File: config.mk
export PLATFORM = sky130hd
export DESIGN_NAME = audio_cfg_sequencer_flat
export DESIGN_NICKNAME = d
export VERILOG_FILES = /design/src/rtl/audio_cfg_sequencer_pkg.sv /design/src/rtl/audio_cfg_sequencer_if.sv /design/src/rtl/audio_att_ramp.sv /design/src/rtl/audio_cfg_sequencer.sv /design/src/flat_wrapper.sv
export SDC_FILE = /design/constraint.sdc
export NUM_CORES = 1
export LEC_CHECK = 0
export ABC_CLOCK_PERIOD_IN_PS = 9400
export BUFFER_PORTS_ARGS = -buffer_cell sky130_fd_sc_hd__buf_2
export CELL_PAD_IN_SITES_DETAIL_PLACEMENT = 0
export CELL_PAD_IN_SITES_GLOBAL_PLACEMENT = 2
export CORE_MARGIN = 3
export CORE_UTILIZATION = 36
export DETAILED_ROUTE_END_ITERATION = 12
export GPL_TIMING_DRIVEN = 0
export PLACE_DENSITY_LB_ADDON = 0.1
export SLEW_MARGIN = 20
export SYNTH_ARGS = -nofsm -noshare
export SYNTH_HDL_FRONTEND = slang
export SYNTH_SLANG_ARGS = --single-unit
File: constraint.sdc
create_clock -name clk -period 9.4 [get_ports clk]
set_clock_uncertainty 0.15 [all_clocks]
set_input_delay 0.47 -clock clk [delete_from_list [all_inputs] [get_ports clk]]
set_output_delay 0.47 -clock clk [all_outputs]
set_load 0.03 [all_outputs]
File: src/rtl/audio_cfg_sequencer_pkg.sv
// Shared definitions for the audio configuration sequencer: register map,
// sequencer states, configuration bank layout and the level/attenuation helpers.
package audio_cfg_sequencer_pkg;

  localparam logic [3:0] ADDR_RATE_LO = 4'h0;
  localparam logic [3:0] ADDR_RATE_HI = 4'h1;
  localparam logic [3:0] ADDR_CX_0    = 4'h2;
  localparam logic [3:0] ADDR_CX_1    = 4'h3;
  localparam logic [3:0] ADDR_CX_2    = 4'h4;
  localparam logic [3:0] ADDR_CX0     = 4'h5;
  localparam logic [3:0] ADDR_CX1     = 4'h6;
  localparam logic [3:0] ADDR_CX2     = 4'h7;
  localparam logic [3:0] ADDR_CY0_LO  = 4'h8;
  localparam logic [3:0] ADDR_CY0_HI  = 4'h9;
  localparam logic [3:0] ADDR_CY1_LO  = 4'hA;
  localparam logic [3:0] ADDR_CY1_HI  = 4'hB;
  localparam logic [3:0] ADDR_CY2_LO  = 4'hC;
  localparam logic [3:0] ADDR_CY2_HI  = 4'hD;
  localparam logic [3:0] ADDR_ATT     = 4'hE;

  localparam logic [4:0] LEVEL_MUTE = 5'd16;

  typedef enum logic [2:0] {
    ST_IDLE,
    ST_FADE_OUT,
    ST_SWAP,
    ST_SETTLE,
    ST_FADE_IN
  } seq_state_t;

  typedef struct packed {
    logic [31:0] flt_rate;
    logic [39:0] cx;
    logic [7:0]  cx0;
    logic [7:0]  cx1;
    logic [7:0]  cx2;
    logic [23:0] cy0;
    logic [23:0] cy1;
    logic [23:0] cy2;
    logic [1:0]  mix;
  } cfg_bank_t;

  // Attenuation code with bit4 set means full mute regardless of the low bits.
  function automatic logic [4:0] att_to_level(input logic [4:0] att_code);
    return att_code[4] ? LEVEL_MUTE : {1'b0, att_code[3:0]};
  endfunction

  function automatic logic [4:0] level_to_att(input logic [4:0] level);
    return (level == LEVEL_MUTE) ? 5'h10 : {1'b0, level[3:0]};
  endfunction

endpackage

File: src/rtl/audio_cfg_sequencer_if.sv
// Register-write / commit port of the audio configuration sequencer.
interface audio_cfg_sequencer_if;
  logic        wr;
  logic [3:0]  addr;
  logic [15:0] din;
  logic        commit;
  logic        busy;

  modport master (output wr, addr, din, commit, input busy);
  modport slave  (input wr, addr, din, commit, output busy);
endinterface

File: src/rtl/audio_att_ramp.sv
// Attenuation level ramp: moves level one step toward target every RAMP_DIV
// sample strobes while enabled; the step timer reloads on restart.
module audio_att_ramp
  import audio_cfg_sequencer_pkg::*;
#(
  parameter int RAMP_DIV = 4,
  parameter int CNT_W    = 3
) (
  input  logic       clk,
  input  logic       reset,
  input  logic       sample_ce,
  input  logic       restart,
  input  logic       enable,
  input  logic [4:0] target,
  output logic [4:0] level,
  output logic       done
);

  localparam logic [CNT_W-1:0] STEP_RELOAD = CNT_W'(RAMP_DIV - 1);

  logic [CNT_W-1:0] step_tmr;
  logic             step;

  assign step = enable && sample_ce && !restart && (step_tmr == '0);
  assign done = (level == target);

  always_ff @(posedge clk) begin
    if (reset) begin
      step_tmr <= '0;
      level    <= LEVEL_MUTE;
    end else begin
      if (restart)
        step_tmr <= STEP_RELOAD;
      else if (enable && sample_ce)
        step_tmr <= (step_tmr == '0) ? STEP_RELOAD : step_tmr - CNT_W'(1);

      // Target never exceeds LEVEL_MUTE, so level stays clamped to 0..16.
      if (step) begin
        if (level < target)
          level <= level + 5'd1;
        else if (level > target)
          level <= level - 5'd1;
      end
    end
  end

endmodule

File: src/rtl/audio_cfg_sequencer.sv
// Click-free audio configuration sequencer: shadow register bank, commit FSM
// (fade out, atomic swap with filter reset, settle, fade in) and commit queueing.
//
//  state    | meaning
//  ---------+-------------------------------------------------------------
//  IDLE     | waiting for commit (or a queued one)
//  FADE_OUT | ramp level toward mute
//  SWAP     | one clk: shadow -> active, flt_reset pulse, clear coef_dirty
//  SETTLE   | hold mute for SETTLE_SAMPLES sample strobes
//  FADE_IN  | ramp level toward the current attenuation target
module audio_cfg_sequencer
  import audio_cfg_sequencer_pkg::*;
#(
  parameter logic [31:0] DEF_FLT_RATE   = 32'd7056000,
  parameter int          RAMP_DIV       = 4,
  parameter int          SETTLE_SAMPLES = 256
) (
  input  logic                   clk,
  input  logic                   reset,
  input  logic                   sample_ce,
  audio_cfg_sequencer_if.slave   cfg,
  output logic [31:0]            flt_rate,
  output logic [39:0]            cx,
  output logic [7:0]             cx0,
  output logic [7:0]             cx1,
  output logic [7:0]             cx2,
  output logic [23:0]            cy0,
  output logic [23:0]            cy1,
  output logic [23:0]            cy2,
  output logic [4:0]             att,
  output logic [1:0]             mix,
  output logic                   flt_reset
);

  localparam int CNT_W = $clog2((RAMP_DIV > SETTLE_SAMPLES) ? RAMP_DIV : SETTLE_SAMPLES) + 1;
  localparam logic [CNT_W-1:0] SETTLE_RELOAD = CNT_W'(SETTLE_SAMPLES - 1);
  localparam cfg_bank_t RESET_BANK = '{flt_rate: DEF_FLT_RATE, cx: '0, cx0: '0, cx1: '0,
                                       cx2: '0, cy0: '0, cy1: '0, cy2: '0, mix: '0};

  seq_state_t       state, state_nxt;
  cfg_bank_t        shadow, active;
  logic [4:0]       tgt_att;
  logic             coef_dirty, commit_pend, busy_q;
  logic [CNT_W-1:0] settle_tmr;
  logic             coef_wr, dirty_now, commit_now, restart;
  logic             ramp_en, ramp_done;
  logic [4:0]       ramp_target, level;

  // A coefficient write in the same clk as a commit counts toward its decision.
  assign coef_wr    = cfg.wr && (cfg.addr <= ADDR_CY2_HI);
  assign dirty_now  = coef_dirty || coef_wr;
  assign commit_now = cfg.commit || commit_pend;
  assign restart    = (state_nxt != state);

  always_comb begin
    state_nxt   = state;
    ramp_en     = 1'b0;
    ramp_target = LEVEL_MUTE;
    unique case (state)
      ST_IDLE:     if (commit_now) state_nxt = dirty_now ? ST_FADE_OUT : ST_FADE_IN;
      ST_FADE_OUT: begin
        ramp_en = 1'b1;
        if (ramp_done) state_nxt = ST_SWAP;
      end
      ST_SWAP:     state_nxt = ST_SETTLE;
      ST_SETTLE:   if (sample_ce && settle_tmr == '0) state_nxt = ST_FADE_IN;
      ST_FADE_IN: begin
        ramp_en     = 1'b1;
        ramp_target = att_to_level(tgt_att);
        if (ramp_done) state_nxt = ST_IDLE;
      end
      default:     state_nxt = ST_IDLE;
    endcase
  end

  always_ff @(posedge clk) begin
    if (reset) begin
      state       <= ST_IDLE;
      busy_q      <= 1'b0;
      commit_pend <= 1'b0;
      coef_dirty  <= 1'b1;
      tgt_att     <= 5'h10;
      settle_tmr  <= '0;
      shadow      <= RESET_BANK;
      active      <= RESET_BANK;
    end else begin
      state  <= state_nxt;
      busy_q <= (state_nxt != ST_IDLE);

      if (state == ST_IDLE)
        commit_pend <= 1'b0;
      else if (cfg.commit)
        commit_pend <= 1'b1;

      if (restart)
        settle_tmr <= SETTLE_RELOAD;
      else if (state == ST_SETTLE && sample_ce && settle_tmr != '0)
        settle_tmr <= settle_tmr - CNT_W'(1);

      // Copy uses the pre-write shadow; a write in the SWAP clk leaves the bank dirty.
      if (state == ST_SWAP) begin
        active     <= shadow;
        coef_dirty <= 1'b0;
      end
      if (coef_wr)
        coef_dirty <= 1'b1;

      if (cfg.wr) begin
        case (cfg.addr)
          ADDR_RATE_LO: shadow.flt_rate[15:0]  <= cfg.din;
          ADDR_RATE_HI: shadow.flt_rate[31:16] <= cfg.din;
          ADDR_CX_0:    shadow.cx[15:0]        <= cfg.din;
          ADDR_CX_1:    shadow.cx[31:16]       <= cfg.din;
          ADDR_CX_2:    shadow.cx[39:32]       <= cfg.din[7:0];
          ADDR_CX0:     shadow.cx0             <= cfg.din[7:0];
          ADDR_CX1:     shadow.cx1             <= cfg.din[7:0];
          ADDR_CX2:     shadow.cx2             <= cfg.din[7:0];
          ADDR_CY0_LO:  shadow.cy0[15:0]       <= cfg.din;
          ADDR_CY0_HI:  shadow.cy0[23:16]      <= cfg.din[7:0];
          ADDR_CY1_LO:  shadow.cy1[15:0]       <= cfg.din;
          ADDR_CY1_HI:  shadow.cy1[23:16]      <= cfg.din[7:0];
          ADDR_CY2_LO:  shadow.cy2[15:0]       <= cfg.din;
          ADDR_CY2_HI:  shadow.cy2[23:16]      <= cfg.din[7:0];
          ADDR_ATT: begin
            tgt_att    <= cfg.din[4:0];
            shadow.mix <= cfg.din[9:8];
          end
          default: ;
        endcase
      end
    end
  end

  audio_att_ramp #(
    .RAMP_DIV (RAMP_DIV),
    .CNT_W    (CNT_W)
  ) u_att_ramp (
    .clk       (clk),
    .reset     (reset),
    .sample_ce (sample_ce),
    .restart   (restart),
    .enable    (ramp_en),
    .target    (ramp_target),
    .level     (level),
    .done      (ramp_done)
  );

  assign cfg.busy  = busy_q;
  assign flt_reset = (state == ST_SWAP);
  assign att       = level_to_att(level);
  assign flt_rate  = active.flt_rate;
  assign cx        = active.cx;
  assign cx0       = active.cx0;
  assign cx1       = active.cx1;
  assign cx2       = active.cx2;
  assign cy0       = active.cy0;
  assign cy1       = active.cy1;
  assign cy2       = active.cy2;
  assign mix       = active.mix;

endmodule

File: src/flat_wrapper.sv
// flat-port wrapper written by rule: the top's interface ports become plain ports
module audio_cfg_sequencer_flat import audio_cfg_sequencer_pkg::*;
#(
  parameter logic [31:0] DEF_FLT_RATE   = 32'd7056000,
  parameter int          RAMP_DIV       = 4,
  parameter int          SETTLE_SAMPLES = 256
)
  (clk, reset, sample_ce, flt_rate, cx, cx0, cx1, cx2, cy0, cy1, cy2, att, mix, flt_reset, cfg_wr, cfg_addr, cfg_din, cfg_commit, cfg_busy);
  audio_cfg_sequencer_if cfg_i ();
  input  logic clk;
  input  logic reset;
  input  logic sample_ce;
  output logic [31:0] flt_rate;
  output logic [39:0] cx;
  output logic [7:0] cx0;
  output logic [7:0] cx1;
  output logic [7:0] cx2;
  output logic [23:0] cy0;
  output logic [23:0] cy1;
  output logic [23:0] cy2;
  output logic [4:0] att;
  output logic [1:0] mix;
  output logic flt_reset;
  input wire logic [$bits(cfg_i.wr)-1:0] cfg_wr;
  input wire logic [$bits(cfg_i.addr)-1:0] cfg_addr;
  input wire logic [$bits(cfg_i.din)-1:0] cfg_din;
  input wire logic [$bits(cfg_i.commit)-1:0] cfg_commit;
  output wire logic [$bits(cfg_i.busy)-1:0] cfg_busy;
  assign cfg_i.wr = cfg_wr;
  assign cfg_i.addr = cfg_addr;
  assign cfg_i.din = cfg_din;
  assign cfg_i.commit = cfg_commit;
  assign cfg_busy = cfg_i.busy;
  audio_cfg_sequencer #(.DEF_FLT_RATE(DEF_FLT_RATE), .RAMP_DIV(RAMP_DIV), .SETTLE_SAMPLES(SETTLE_SAMPLES)) u_core (.clk(clk), .reset(reset), .sample_ce(sample_ce), .cfg(cfg_i), .flt_rate(flt_rate), .cx(cx), .cx0(cx0), .cx1(cx1), .cx2(cx2), .cy0(cy0), .cy1(cy1), .cy2(cy2), .att(att), .mix(mix), .flt_reset(flt_reset));
endmodule
# Yosys cells after proc, flatten, opt, wreduce, memory -nomap -nowiden

Index checks and enable logic that the tools add are counted.

Input port bits: 25
Register bits: 374

Eq/ne operators: 21
Add/sub/neg operators: 4
Mux-type cells: 17
Reductions and logical operators: 39
$lt $le $gt $ge: 3

Operators with widths:

| cell                | count |
|---|---|
| $reduce_and 2->1    | 16 |
| $eq 4x4->1 const B  | 7 |
| $mux 5              | 5 |
| $logic_not 9->1     | 2 |
| $sub 9x1->9 const B | 2 |
| $eq 4x3->1 const B  | 4 |
| $mux 8              | 2 |
| $mux 3              | 5 |
| $pmux 3 s5          | 1 |
| $mux 9              | 1 |
| $reduce_bool 9->1   | 1 |
| $eq 4x2->1 const B  | 2 |
| $reduce_or 2->1     | 4 |
| $logic_and 1x1->1   | 7 |
| $eq 3x2->1 const B  | 2 |
| $reduce_bool 2->1   | 3 |
| $add 5x1->5 const B | 1 |
| $eq 5x5->1          | 1 |
| $eq 5x5->1 const B  | 1 |
| $gt 5x5->1          | 1 |
| $lt 5x5->1          | 1 |
| $sub 5x1->5 const B | 1 |
| $eq 4x1->1 const B  | 1 |
| $le 4x4->1 const B  | 1 |
| 10 further kinds    | 12 |

# Depth between registers and ports, before layout

Gate-level depths: netlist (run 1).

Depth in word-level cells: 11
Depth in mapped cells: 14
Depth with buffers taken out: 13

# Modules after synthesis

From an unflattened synthesis (run 1), not the netlist that was laid out.

Cells, all modules: 1,662
Area total of the unflattened synthesis: 13,698.1 µm²

Modules (own cells, without submodules):

| module              | seq. area each (µm²) | instances | area each (µm²) | cells each |
|---|---|---|---|---|
| audio_cfg_sequencer | 7,206.9              | 1         | 12,834.8        | 1,569 |
| audio_att_ramp      | 280.3                | 1         | 863.3           | 93 |

# Worst setup path before layout (run 1)

OpenSTA, ideal clock, no wires.

Path type: reg-to-reg
Start point: register u_core.state[2]
End point: register u_core.u_att_ramp.level[4]
Arrival: 3.056 ns
Path buffers: 1
Setup slack: 6.075 ns
Required time: 9.130 ns
Stages on the path, launching flop included: 15
Period minus slack after synthesis: 3.325 ns
Cell sequence: dfxtp_1 > buf_2 > inv_1 > nor4_1 > nand2_1 > ha_1 > nor2b_1 > o21ai_0 > nand2_1 > fa_1 > a21o_1 > a21o_1 > and3_1 > o21a_1 > mux2i_1

Cells in the longest elaborated chain, start to end: 10
Elaborated cells on any way between the ends: 24

RTL lines:

| what                             | line                                                 | text |
|---|---|---|
| start: declaration               | audio_cfg_sequencer.sv:40                            | `seq_state_t state, state_nxt;` |
| start signal: assignment         | audio_cfg_sequencer.sv:87                            | `state <= state_nxt;` |
| $eq 3x3->1                       | audio_cfg_sequencer.sv:59                            | `unique case (state)` |
| $mux 5                           | audio_cfg_sequencer.sv:59                            |  |
| $eq 5x5->1                       | audio_att_ramp.sv:25                                 | `assign done = (level == target);` |
| $mux 3, on equally long branches | audio_cfg_sequencer.sv:70, audio_cfg_sequencer.sv:63 |  |
| $pmux 3 s5                       | audio_cfg_sequencer.sv:59                            |  |
| $ne 3x3->1                       | audio_cfg_sequencer.sv:53                            | `assign restart = (state_nxt != state);` |
| $logic_not 1->1                  | audio_att_ramp.sv:24                                 | `assign step = enable && sample_ce && !restart && (step_tmr == '0);` |
| $logic_and 1x1->1 (2 in a row)   | audio_att_ramp.sv:24                                 |  |
| $reduce_and 2->1 (no line)       | n/a                                                  |  |
| end signal: assignment           | audio_att_ramp.sv:40                                 | `level <= level + 5'd1;` |
| end signal: assignment           | audio_att_ramp.sv:42                                 | `level <= level - 5'd1;` |
| end: declaration                 | audio_att_ramp.sv:15                                 | `output logic [4:0] level,` |

Parallel ways exist; a longest one is shown, timed or not.
A chain may end at the register's enable or synchronous reset.

# Worst setup path after layout (run 1)

Ends and elaborated chain as after synthesis.

==> out/results.txt, run 1 <==
worst hold start -> cfg_commit
net count after synthesis -> 1,698
crit path kind -> reg2reg
sequential fraction of the synthesis area -> 0.544
synth top area cells -> dfxtp_1 54%, nand2_1 16%, a21oi_1 9.9%, mux2i_1 4.8%, clkbuf_1 2.5%
normalized max-slew margin -> 0.220
post-route ant nets -> 0
post-route minimum period -> 3890 ps
reg2reg start -> u_core.state[2]
Cell Area, Synth -> 0.0138 mm2
CP max FO -> 10
CP Capture Type -> register
Core ar. -> 0.0371 mm2
Worst Max-Slew Pin Slew -> 1170 ps
Min-Delay Path Class -> in2reg
Clock Tree Buf Depth -> 3
Critical Path RT -> 9680 ps
die width -> 202 um
slowest stage delay, CP -> 630 ps
PD cells -> 215 mW/mm2
fmax -> 257 MHz
# clock sinks -> 374
pin count of the biggest net entering global routing -> 14
Clk pwr share -> 0.444
top-count cell post-synth -> nand2_1
post-synth top area share -> 0.544
number of global-route vias before repair -> 11,200
I/O pin total -> 202
CP cell instances -> buf_2 -> inv_1 -> nor4_1 -> nand2_1 -> ha_1 -> nor2b_1 -> o21ai_0 -> nand2_1 -> fa_1 -> a21o_1 -> a21o_1 -> and3_1 -> o21a_1 -> mux2i_1
Total GRT Usage -> 0.210
Buffers on Ports -> 198
First-pass DRT Iterations -> 5
via/cell ratio -> 4.78
met2 Use GR -> 0.348
hold path depth -> 3
prevailing post-synth register cell -> dfxtp_1
#FFs+latches synth -> 374
Post-Route Setup TNS -> 0 ps
hold slack -> 75.3 ps
Area Growth Syn to Fin -> 21.5%
worst r2r dst -> u_core.u_att_ramp.level[4]
Starting DRT DRC Count -> 519
synth cell count leaders -> 579 x nand2_1, 374 x dfxtp_1, 273 x a21oi_1
total number of vias -> 11,600
most used routing layer -> met2
VDD IR max -> 0.122 mV
Syn Area/Cell -> 8.29 um2
Clk pin slew, worst setup/hold paths -> 60 ps
RSZ-0062 raised after global routing -> false
Worst path slowest cell -> nor4_1
area of the multi-input gates -> 0.00577 mm2
WHS Endpoint -> u_core.commit_pend
Fillers -> 3,921
cts hold-fix bufs -> 0
drc violations -> 0
per-cell routed wire length -> 18.0 um
buffer count from post-CTS setup fixing -> 0
Starting Density -> 0.371
Distinct cells, synth -> 56
total routed wirelength -> 43,900 um
Die Y -> 202 um
Antenna Cells -> 0
row count -> 70
FF-to-FF setup slack -> 5510 ps
ys async rst share -> 0
Net Sw Frac -> 0.261
Root Driver -> clkbuf_16
ratio of cells with drive above 1 in the final layout -> 0.157
Routability Congestion -> 0.819
cell taking the most area after synthesis -> dfxtp_1
crit share post-route -> 0.414
CTS H-Tree Depth -> 2
final setup fails -> 0
synth warn -> 0
Final Max Slew Viols -> 0
later-pin clock latency in the skew report -> 560 ps
Die Area -> 0.0406 mm2
Core Util, Final -> 0.450
Post-synth EDFFs -> 0
met3 usage -> 0.0414
CTS tree -> built
Psw -> 0.939 mW
Total Power -> 3.60 mW
r2r worst-path depth -> 14
Detail Placement HPWL -> 30,700 um
initial antenna violation count -> 1
internal power -> 2.66 mW
max cap viols -> 0
post-CTS resize count -> 0
Pleak -> 6.40 nW
combinational power share -> 0.098
Seq pwr share -> 0.458
synthesized instance count -> 1,661
status -> complete, no violations
register area -> 0.00749 mm2
met1 usage -> 0.285
crit start category -> register
first-pass GRT wire length -> 66,600 um
Nets -> 1,940
total CTS buffers -> 42
Overflow after GRT -> 0
Arr. time, crit path -> 4180 ps
Fin. Hold Viols -> 0
## critical path: cells and delay by family, from the launching register on
family          cells  cell delay [ps]
simple gates        5             1290
buf+inv             2              330
flops               1              320
mux                 1              110
compound gates      4              810
fa+ha+maj           2              760
## cell families (layout without fill, tap and decap cells)
kind of cell | count (synthesis) | in the layout | synth area share
flip-flops | 374 | 374 | 0.544
adder cells (fa/ha/maj) | 12 | 12 | 0.0115
multiplexers | 66 | 66 | 0.0480
buffers and inverters | 127 | 395 | 0.0370
AND/OR/NAND/NOR | 756 | 756 | 0.227
XOR/XNOR | 17 | 17 | 0.0108
AO/OA/AOI/OAI | 309 | 309 | 0.122
## per-layer routing
metal  share of wire  vias up
li1                -     5913
met1            0.46     5438
met2            0.47      222
met3           0.047       56
met4           0.020        2
met5         0.00021        -
## layout by cell type, fill, tap and decap left out, types with 3 or more instances in the layout
| cell type | count |
|---|---|
| nor3_1 | 8 |
| o21ai_0 | 4 |
| nor2b_1 | 6 |
| nor2_2 | 5 |
| nor2_1 | 88 |
| nand2_1 | 579 |
| nor3b_1 | 3 |
| clkbuf_16 | 45 |
| clkinv_2 | 10 |
| nand2b_1 | 5 |
| a21o_1 | 6 |
| o21a_1 | 3 |
| inv_1 | 6 |
| xnor2_1 | 7 |
| or3_1 | 6 |
| buf_1 | 3 |
| o31ai_1 | 3 |
| nand3_1 | 8 |
| mux2i_1 | 66 |
| xor2_1 | 10 |
| dfxtp_1 | 374 |
| buf_2 | 224 |
| clkbuf_1 | 97 |
| a41oi_1 | 5 |
| clkbuf_8 | 7 |
| a21oi_1 | 273 |
| o211ai_1 | 3 |
| ha_1 | 11 |
| and3_1 | 3 |
| nand3b_1 | 23 |
## stage by stage
stage	cells	cell area [um2]	setup slack [ps]
CTS	2433	16700	5460
global route	2433	16700	5130
floorplan	1661	13800	6070
detailed placement	2363	15400	5480
global placement	2363	15400	5510
finish	2433	16700	5510
## worst max-delay path by stage
stage,startpoint,to,cells past startpoint,slack (ps)
2_1_floorplan,u_core.state[2],u_core.u_att_ramp.level[4],14,6070
3_3_place_gp,u_core.state[2],u_core.u_att_ramp.level[4],14,5510
3_5_place_dp,u_core.state[2],u_core.u_att_ramp.level[4],14,5480
4_1_cts,u_core.state[2],u_core.u_att_ramp.level[4],14,5460
5_1_grt,u_core.state[2],u_core.u_att_ramp.level[4],14,5130
6_report,u_core.state[2],u_core.u_att_ramp.level[4],14,5510
## layout make-up
class / count / share of cell area
plain buffers: 120 / 0.0289
clock buffers: 58 / 0.0745
clock inverters: 12 / 0.00531
inverters: 7 / 0.00157
multi-input cells: 1160 / 0.345
flip-flops and latches: 374 / 0.448
well taps: 504 / 0.0377
repair buffers: 198 / 0.0593
## flip-flops by register name (all words and copies together) (netlist names), 9 cells and up
signal	count
u_core.u_att_ramp.step_tmr	9
u_core.flt_rate	32
u_core.cy0	24
u_core.cy1	24
u_core.settle_tmr	9
u_core.shadow	170
u_core.cx	40
u_core.cy2	24
## power groups by stage
stage	sequential, mW	clock [mW]	combinational (mW)
final	1.65	1.60	0.353
after global routing	1.65	1.71	0.390
after floorplan	1.70	0	0.209
after global placement	1.68	0	0.355
after CTS	1.65	1.64	0.358
after detailed placement	1.68	0	0.357
No activity file was read; power rests on OpenSTA's default activity.
==> run 2, diff against run 1 <==
--- a/config.mk
+++ b/config.mk
@@ -5,12 +5,12 @@
 export SDC_FILE = /design/constraint.sdc
 export NUM_CORES = 1
 export LEC_CHECK = 0
-export ABC_CLOCK_PERIOD_IN_PS = 9400
+export ABC_CLOCK_PERIOD_IN_PS = 3220
 export BUFFER_PORTS_ARGS = -buffer_cell sky130_fd_sc_hd__buf_2
 export CELL_PAD_IN_SITES_DETAIL_PLACEMENT = 0
 export CELL_PAD_IN_SITES_GLOBAL_PLACEMENT = 2
 export CORE_MARGIN = 3
-export CORE_UTILIZATION = 36
+export CORE_UTILIZATION = 30
 export DETAILED_ROUTE_END_ITERATION = 12
 export GPL_TIMING_DRIVEN = 0
 export PLACE_DENSITY_LB_ADDON = 0.1
==> constraint.sdc (replaced) <==
create_clock -name clk -period 3.22 [get_ports clk]
set_clock_uncertainty 0.15 [all_clocks]
set_input_delay 0.161 -clock clk [delete_from_list [all_inputs] [get_ports clk]]
set_output_delay 0.161 -clock clk [all_outputs]
set_load 0.03 [all_outputs]
==> out/results.txt, run 2 (synthesized netlist as in run 1, its figures left out) <==
number of global-route vias before repair -> 11,500 (+3.0%)
per-cell routed wire length -> 18.4 um (+2.0%)
Total GRT Usage -> 0.191 (-0.0198)
Detail Placement HPWL -> 32,900 um (+7.0%)
Final Max Slew Viols -> 0 (unchanged)
row count -> 77 (+10%)
Total Power -> 10.8 mW (+200%)
Worst path slowest cell -> fa_2
CTS H-Tree Depth -> 2 (unchanged)
Die Area -> 0.0485 mm2 (+19%)
I/O pin total -> 202 (unchanged)
Min-Delay Path Class -> in2reg
VDD IR max -> 0.384 mV (+220%)
CP Capture Type -> register
max cap viols -> 0 (unchanged)
Starting Density -> 0.307 (-0.0634)
largest register by flop count -> u_core.shadow
pin count of the biggest net entering global routing -> 20 (+6)
commonest non-fill, non-tap cell in the layout -> nand2_1
CP max FO -> 5 (-5)
# clock sinks -> 374 (unchanged)
PD cells -> 625 mW/mm2 (+190%)
Critical Path RT -> 3520 ps (-6160 ps)
Die Y -> 220 um (+9.3%)
total routed wirelength -> 47,000 um (+7.3%)
status -> complete, no violations
Fin. Hold Viols -> 0 (unchanged)
Buffers on Ports -> 198 (unchanged)
post-route minimum period -> 3170 ps (-729 ps)
Placed Area -> 0.0155 mm2 (+0.76%)
Fillers -> 4,772 (+22%)
Post-Route Setup TNS -> 0 ps (unchanged)
final setup fails -> 0 (unchanged)
Arr. time, crit path -> 3460 ps (-720 ps)
Area Growth Syn to Fin -> 25.6%
hold slack -> 67.7 ps (-7.62 ps)
via/cell ratio -> 4.64 (-3.0%)
Starting DRT DRC Count -> 559 (+7.7%)
Pleak -> 6.60 nW (+3.0%)
slowest stage delay, CP -> 400 ps (-230 ps)
drc violations -> 0 (unchanged)
Routability Congestion -> 0.767 (-6.3%)
later-pin clock latency in the skew report -> 560 ps (about the same)
most frequent cells in the layout -> 577 x nand2_1, 373 x dfxtp_1, 272 x a21oi_1
Nets -> 1,970 (+1.5%)
first-pass GRT wire length -> 69,800 um (+4.8%)
post-route cell area -> 0.0173 mm2 (+3.4%)
total number of vias -> 11,900 (+2.0%)
post-route ant nets -> 0 (unchanged)
Root Driver -> clkbuf_16
fmax -> 316 MHz (+23%)
total CTS buffers -> 44 (+4.8%)
First-pass DRT Iterations -> 5 (unchanged)
crit start category -> register
CTS tree -> built
Clk pin slew, worst setup/hold paths -> 60 ps (about the same)
normalized max-slew margin -> 0.235 (+0.0144)
WP buf/inv -> 1 (-1)
Clock Tree Buf Depth -> 3 (unchanged)
cell mode on critical path -> a21o_1
CP delay by family, top -> compound AO/OA/AOI/OAI gates
die width -> 220 um (+9.3%)
RSZ-0062 raised after global routing -> true
Overflow after GRT -> 0 (unchanged)
max reg flops -> 170 (unchanged)
ratio of cells with drive above 1 in the final layout -> 0.167 (+0.0104)
crit path kind -> reg2reg
crit share post-route -> 0.983 (+0.569)
initial antenna violation count -> 1 (unchanged)
Core ar. -> 0.0448 mm2 (+21%)
CP cell instances -> buf_6 -> nor4_4 -> nand2_2 -> ha_4 -> a21o_1 -> a21oi_4 -> nand2_4 -> fa_2 -> a21o_1 -> a21o_1 -> and3_1 -> o21a_1 -> mux2i_1
Worst Max-Slew Pin Slew -> 1150 ps (-21.6 ps)
Largest regs -> u_core.shadow x170, u_core.cx x40, u_core.flt_rate x32
[run 2: cell count changes in the layout (fill, tap and decap cells not counted), sizes merged]
cell	delta
diode	+1
clkinv	+1
buf	+9
clkbuf	+5
dlygate4sd3	+20
bufinv	+1
[run 2: area by class of cell]
| class | instances | area (um2) | share of cell area |
|---|---|---|---|
| tap | 592 | 741 | 0.0428 |
| clock buffer | 64 | 1290 | 0.0744 |
| timing repair buffer | 227 | 1260 | 0.0728 |
| sequential | 374 | 7490 | 0.433 |
| inverter | 7 | 26.3 | 0.00152 |
| buffer | 119 | 498 | 0.0288 |
| multi-input combinational | 1160 | 5870 | 0.339 |
| antenna | 1 | 2.50 | 0.000145 |
| clock inverter | 14 | 124 | 0.00716 |
[run 2: worst register-to-register path, stage by stage, from the launching register on]
cell	delay (ps)
dfxtp_2	320
buf_6	120
nor4_4	380
nand2_2	120
ha_4	260
a21o_1	180
a21oi_4	200
nand2_4	100
fa_2	400
a21o_1	190
a21o_1	160
and3_1	170
o21a_1	200
mux2i_1	110
[run 2: per-layer routing]
| layer | vias to the layer above | global-route usage | wire length, um |
|---|---|---|---|
| met1 | 5633 | 0.268 | 22900 |
| met5 | - | 0 | 0 |
| met3 | 52 | 0.0341 | 2030 |
| li1 | 5980 | - | - |
| met2 | 197 | 0.306 | 21300 |
| met4 | 0 | 0.0444 | 794 |
[run 2: per-stage QoR]
stage | worst slack (ps) | std cells | util
after CTS | -86.3 | 2549 | 0.383
after floorplan | 49.2 | 1661 | -
after global routing | -95.1 | 2557 | 0.386
after global placement | -391 | 2451 | 0.346
final | 54.4 | 2558 | 0.386
after detailed placement | -472 | 2451 | 0.346
[run 2: report_power, final]
part	switching, mW	total (mW)	leakage (nW)	internal [mW]
Clock	1.99	4.91	0.706	2.92
Combinational	0.790	1.09	2.87	0.298
Sequential	0.0730	4.81	3.02	4.74
[run 2: repair_timing]
| action | 4_1_cts | 5_1_grt |
|---|---|---|
| hold endpoints to repair | 97 | 0 |
| endpoints found under the setup margin | 4 | 2 |
| gates resized for setup | 9 | 17 |
| pin swaps | 2 | 12 |
| buffers inserted | 1 | 8 |
| hold buffers | 20 | 0 |
[run 2: worst paths after layout]
check	from	cells past startpoint	slack, ps	to
hold reg to reg	u_core.cx[21]	2	300	u_core.cx[21]
setup reg to reg	u_core.state[1]	13	50	u_core.u_att_ramp.level[4]
hold / removal	sample_ce	5	70	u_core.u_att_ramp.step_tmr[5]
setup / recovery	u_core.state[1]	13	50	u_core.u_att_ramp.level[4]
==> run 3, diff against run 2 <==
--- a/config.mk
+++ b/config.mk
@@ -14,6 +14,7 @@
 export DETAILED_ROUTE_END_ITERATION = 12
 export GPL_TIMING_DRIVEN = 0
 export PLACE_DENSITY_LB_ADDON = 0.1
+export REMOVE_ABC_BUFFERS = 1
 export SLEW_MARGIN = 20
 export SYNTH_ARGS = -nofsm -noshare
 export SYNTH_HDL_FRONTEND = slang
==> constraint.sdc (replaced) <==
create_clock -name clk -period 3.22 [get_ports clk]
set_clock_uncertainty 0.15 [all_clocks]
set_input_delay 0.966 -clock clk [delete_from_list [all_inputs] [get_ports clk]]
set_output_delay 0.966 -clock clk [all_outputs]
set_load 0.03 [all_outputs]
==> out/results.txt, run 3 (synthesized netlist as in run 1, its figures left out) <==
status -> complete, no violations
cts hold-fix bufs -> 0 (-100%)
normalized max-slew margin -> 0.344 (+0.109)
Pleak -> 6.42 nW (-2.7%)
crit path kind -> reg2reg
Overflow after GRT -> 0 (unchanged)
Arr. time, crit path -> 3300 ps (-160 ps)
Worst Max-Slew Pin Slew -> 981 ps (-167 ps)
total number of vias -> 11,300 (-4.8%)
max reg flops -> 170 (unchanged)
Starting DRT DRC Count -> 611 (+9.3%)
Die Y -> 220 um (unchanged)
Nets -> 1,847 (-6.2%)
most frequent cells in the layout -> 578 x nand2_1, 371 x dfxtp_1, 272 x a21oi_1
CTS H-Tree Depth -> 2 (unchanged)
Die Area -> 0.0485 mm2 (unchanged)
Routability Congestion -> 0.709 (-7.7%)
Fillers -> 4,732 (-0.84%)
First-pass DRT Iterations -> 4 (-1)
largest register by flop count -> u_core.shadow
die width -> 220 um (unchanged)
fin cells -> 2,432 (-4.9%)
final setup fails -> 0 (unchanged)
row count -> 77 (unchanged)
placed cells -> 2,347 (-4.2%)
Core ar. -> 0.0448 mm2 (unchanged)
CP Capture Type -> register
Total Power -> 10.7 mW (-0.87%)
Antenna Cells -> 0 (-1)
commonest non-fill, non-tap cell in the layout -> nand2_1
fmax -> 332 MHz (+5.1%)
total routed wirelength -> 42,400 um (-9.9%)
Clock Tree Buf Depth -> 3 (unchanged)
VDD IR max -> 0.474 mV (+23%)
Core Util, Final -> 0.377 (-0.00869)
drc violations -> 0 (unchanged)
ratio of cells with drive above 1 in the final layout -> 0.174 (+0.00648)
Detail Placement HPWL -> 25,300 um (-23%)
Area Growth Syn to Fin -> 22.8%
post-route minimum period -> 3010 ps (-153 ps)
crit start category -> register
PD cells -> 634 mW/mm2 (+1.4%)
number of global-route vias before repair -> 10,800 (-6.3%)
Total GRT Usage -> 0.172 (-0.0183)
I/O pin total -> 202 (unchanged)
Clk pin slew, worst setup/hold paths -> 60 ps (about the same)
initial antenna violation count -> 5 (+4)
Buffers on Ports -> 201 (+1.5%)
Root Driver -> clkbuf_16
Fin. Hold Viols -> 0 (unchanged)
first-pass GRT wire length -> 64,800 um (-7.1%)
via/cell ratio -> 4.64 (about the same)
later-pin clock latency in the skew report -> 560 ps (about the same)
CP max FO -> 11 (+6)
post-route ant nets -> 0 (unchanged)
per-cell routed wire length -> 17.4 um (-5.2%)
# clock sinks -> 374 (unchanged)
Largest regs -> u_core.shadow x170, u_core.cx x40, u_core.flt_rate x32
crit share post-route -> 0.936 (-0.0475)
total CTS buffers -> 44 (unchanged)
Min-Delay Path Class -> reg2reg
Critical Path RT -> 3510 ps (about the same)
RSZ-0062 raised after global routing -> false
Final Max Slew Viols -> 0 (unchanged)
pin count of the biggest net entering global routing -> 114 (+470%)
max cap viols -> 0 (unchanged)
Starting Density -> 0.307 (unchanged)
CTS tree -> built
==> run 3: path summary, 6_finish.rpt <==
check | start | endpoint | slack, ps | cells past startpoint
setup / recovery | u_core.state[1] | u_core.u_att_ramp.level[4] | 210 | 12
hold / removal | u_core.shadow[56] | u_core.cy0[6] | 300 | 2
setup reg to reg | u_core.state[1] | u_core.u_att_ramp.level[4] | 210 | 12
hold reg to reg | u_core.shadow[56] | u_core.cy0[6] | 300 | 2
==> run 3: area by class of cell <==
| cell class | count | area (um2) | area share |
|---|---|---|---|
| timing repair buffer | 221 | 1370 | 0.0808 |
| clock buffer | 70 | 1340 | 0.0793 |
| clock inverter | 6 | 55.1 | 0.00326 |
| multi-input combinational | 1161 | 5850 | 0.346 |
| tap | 592 | 741 | 0.0438 |
| inverter | 7 | 42.5 | 0.00252 |
| sequential | 374 | 7500 | 0.444 |
| timing repair inverter | 1 | 8.76 | 0.000518 |
==> run 3: per-layer routing <==
layer  vias up  track usage  share of wire
li1       5738            -              -
met1      5292        0.230           0.47
met2       185        0.279           0.46
met3        64       0.0442          0.055
met4         8       0.0457          0.018
met5         -            0         0.0016
==> run 3: what timing repair did <==
item | 4_1_cts | 5_1_grt
setup endpoints to repair | 24 | 3
buffers inserted | 6 | 0
cloned | 4 | 0
pin swaps | 1 | 2
gates resized for setup | 15 | 4
==> run 3: through the flow <==
step            TNS, ps  worst slack [ps]  area, um2  hold slack [ps]
2_1_floorplan   -664520             -4250      13300              275
5_1_grt               0              6.94      16900              312
3_5_place_dp      -4040              -732      15400              292
6_report              0               207      16900              297
4_1_cts               0              11.4      16900              299
3_3_place_gp   -2688510            -12030      15000              289
==> run 3: where the power goes <==
| part | switching [mW] | total, mW | leakage (nW) | internal (mW) |
|---|---|---|---|---|
| clock | 1.92 | 4.83 | 0.690 | 2.91 |
| sequential | 0.0919 | 4.83 | 3.02 | 4.74 |
| combinational | 0.746 | 1.06 | 2.70 | 0.315 |
==> run 3: critical path, stage by stage (launching register included) <==
cell,delay (ps)
dfxtp_4,390
nor4_4,350
nand2_1,100
ha_1,310
a21o_1,170
a21oi_2,170
nand2_2,110
fa_2,360
a21o_1,170
a21o_1,180
and3_1,170
o21a_1,170
mux2i_1,110
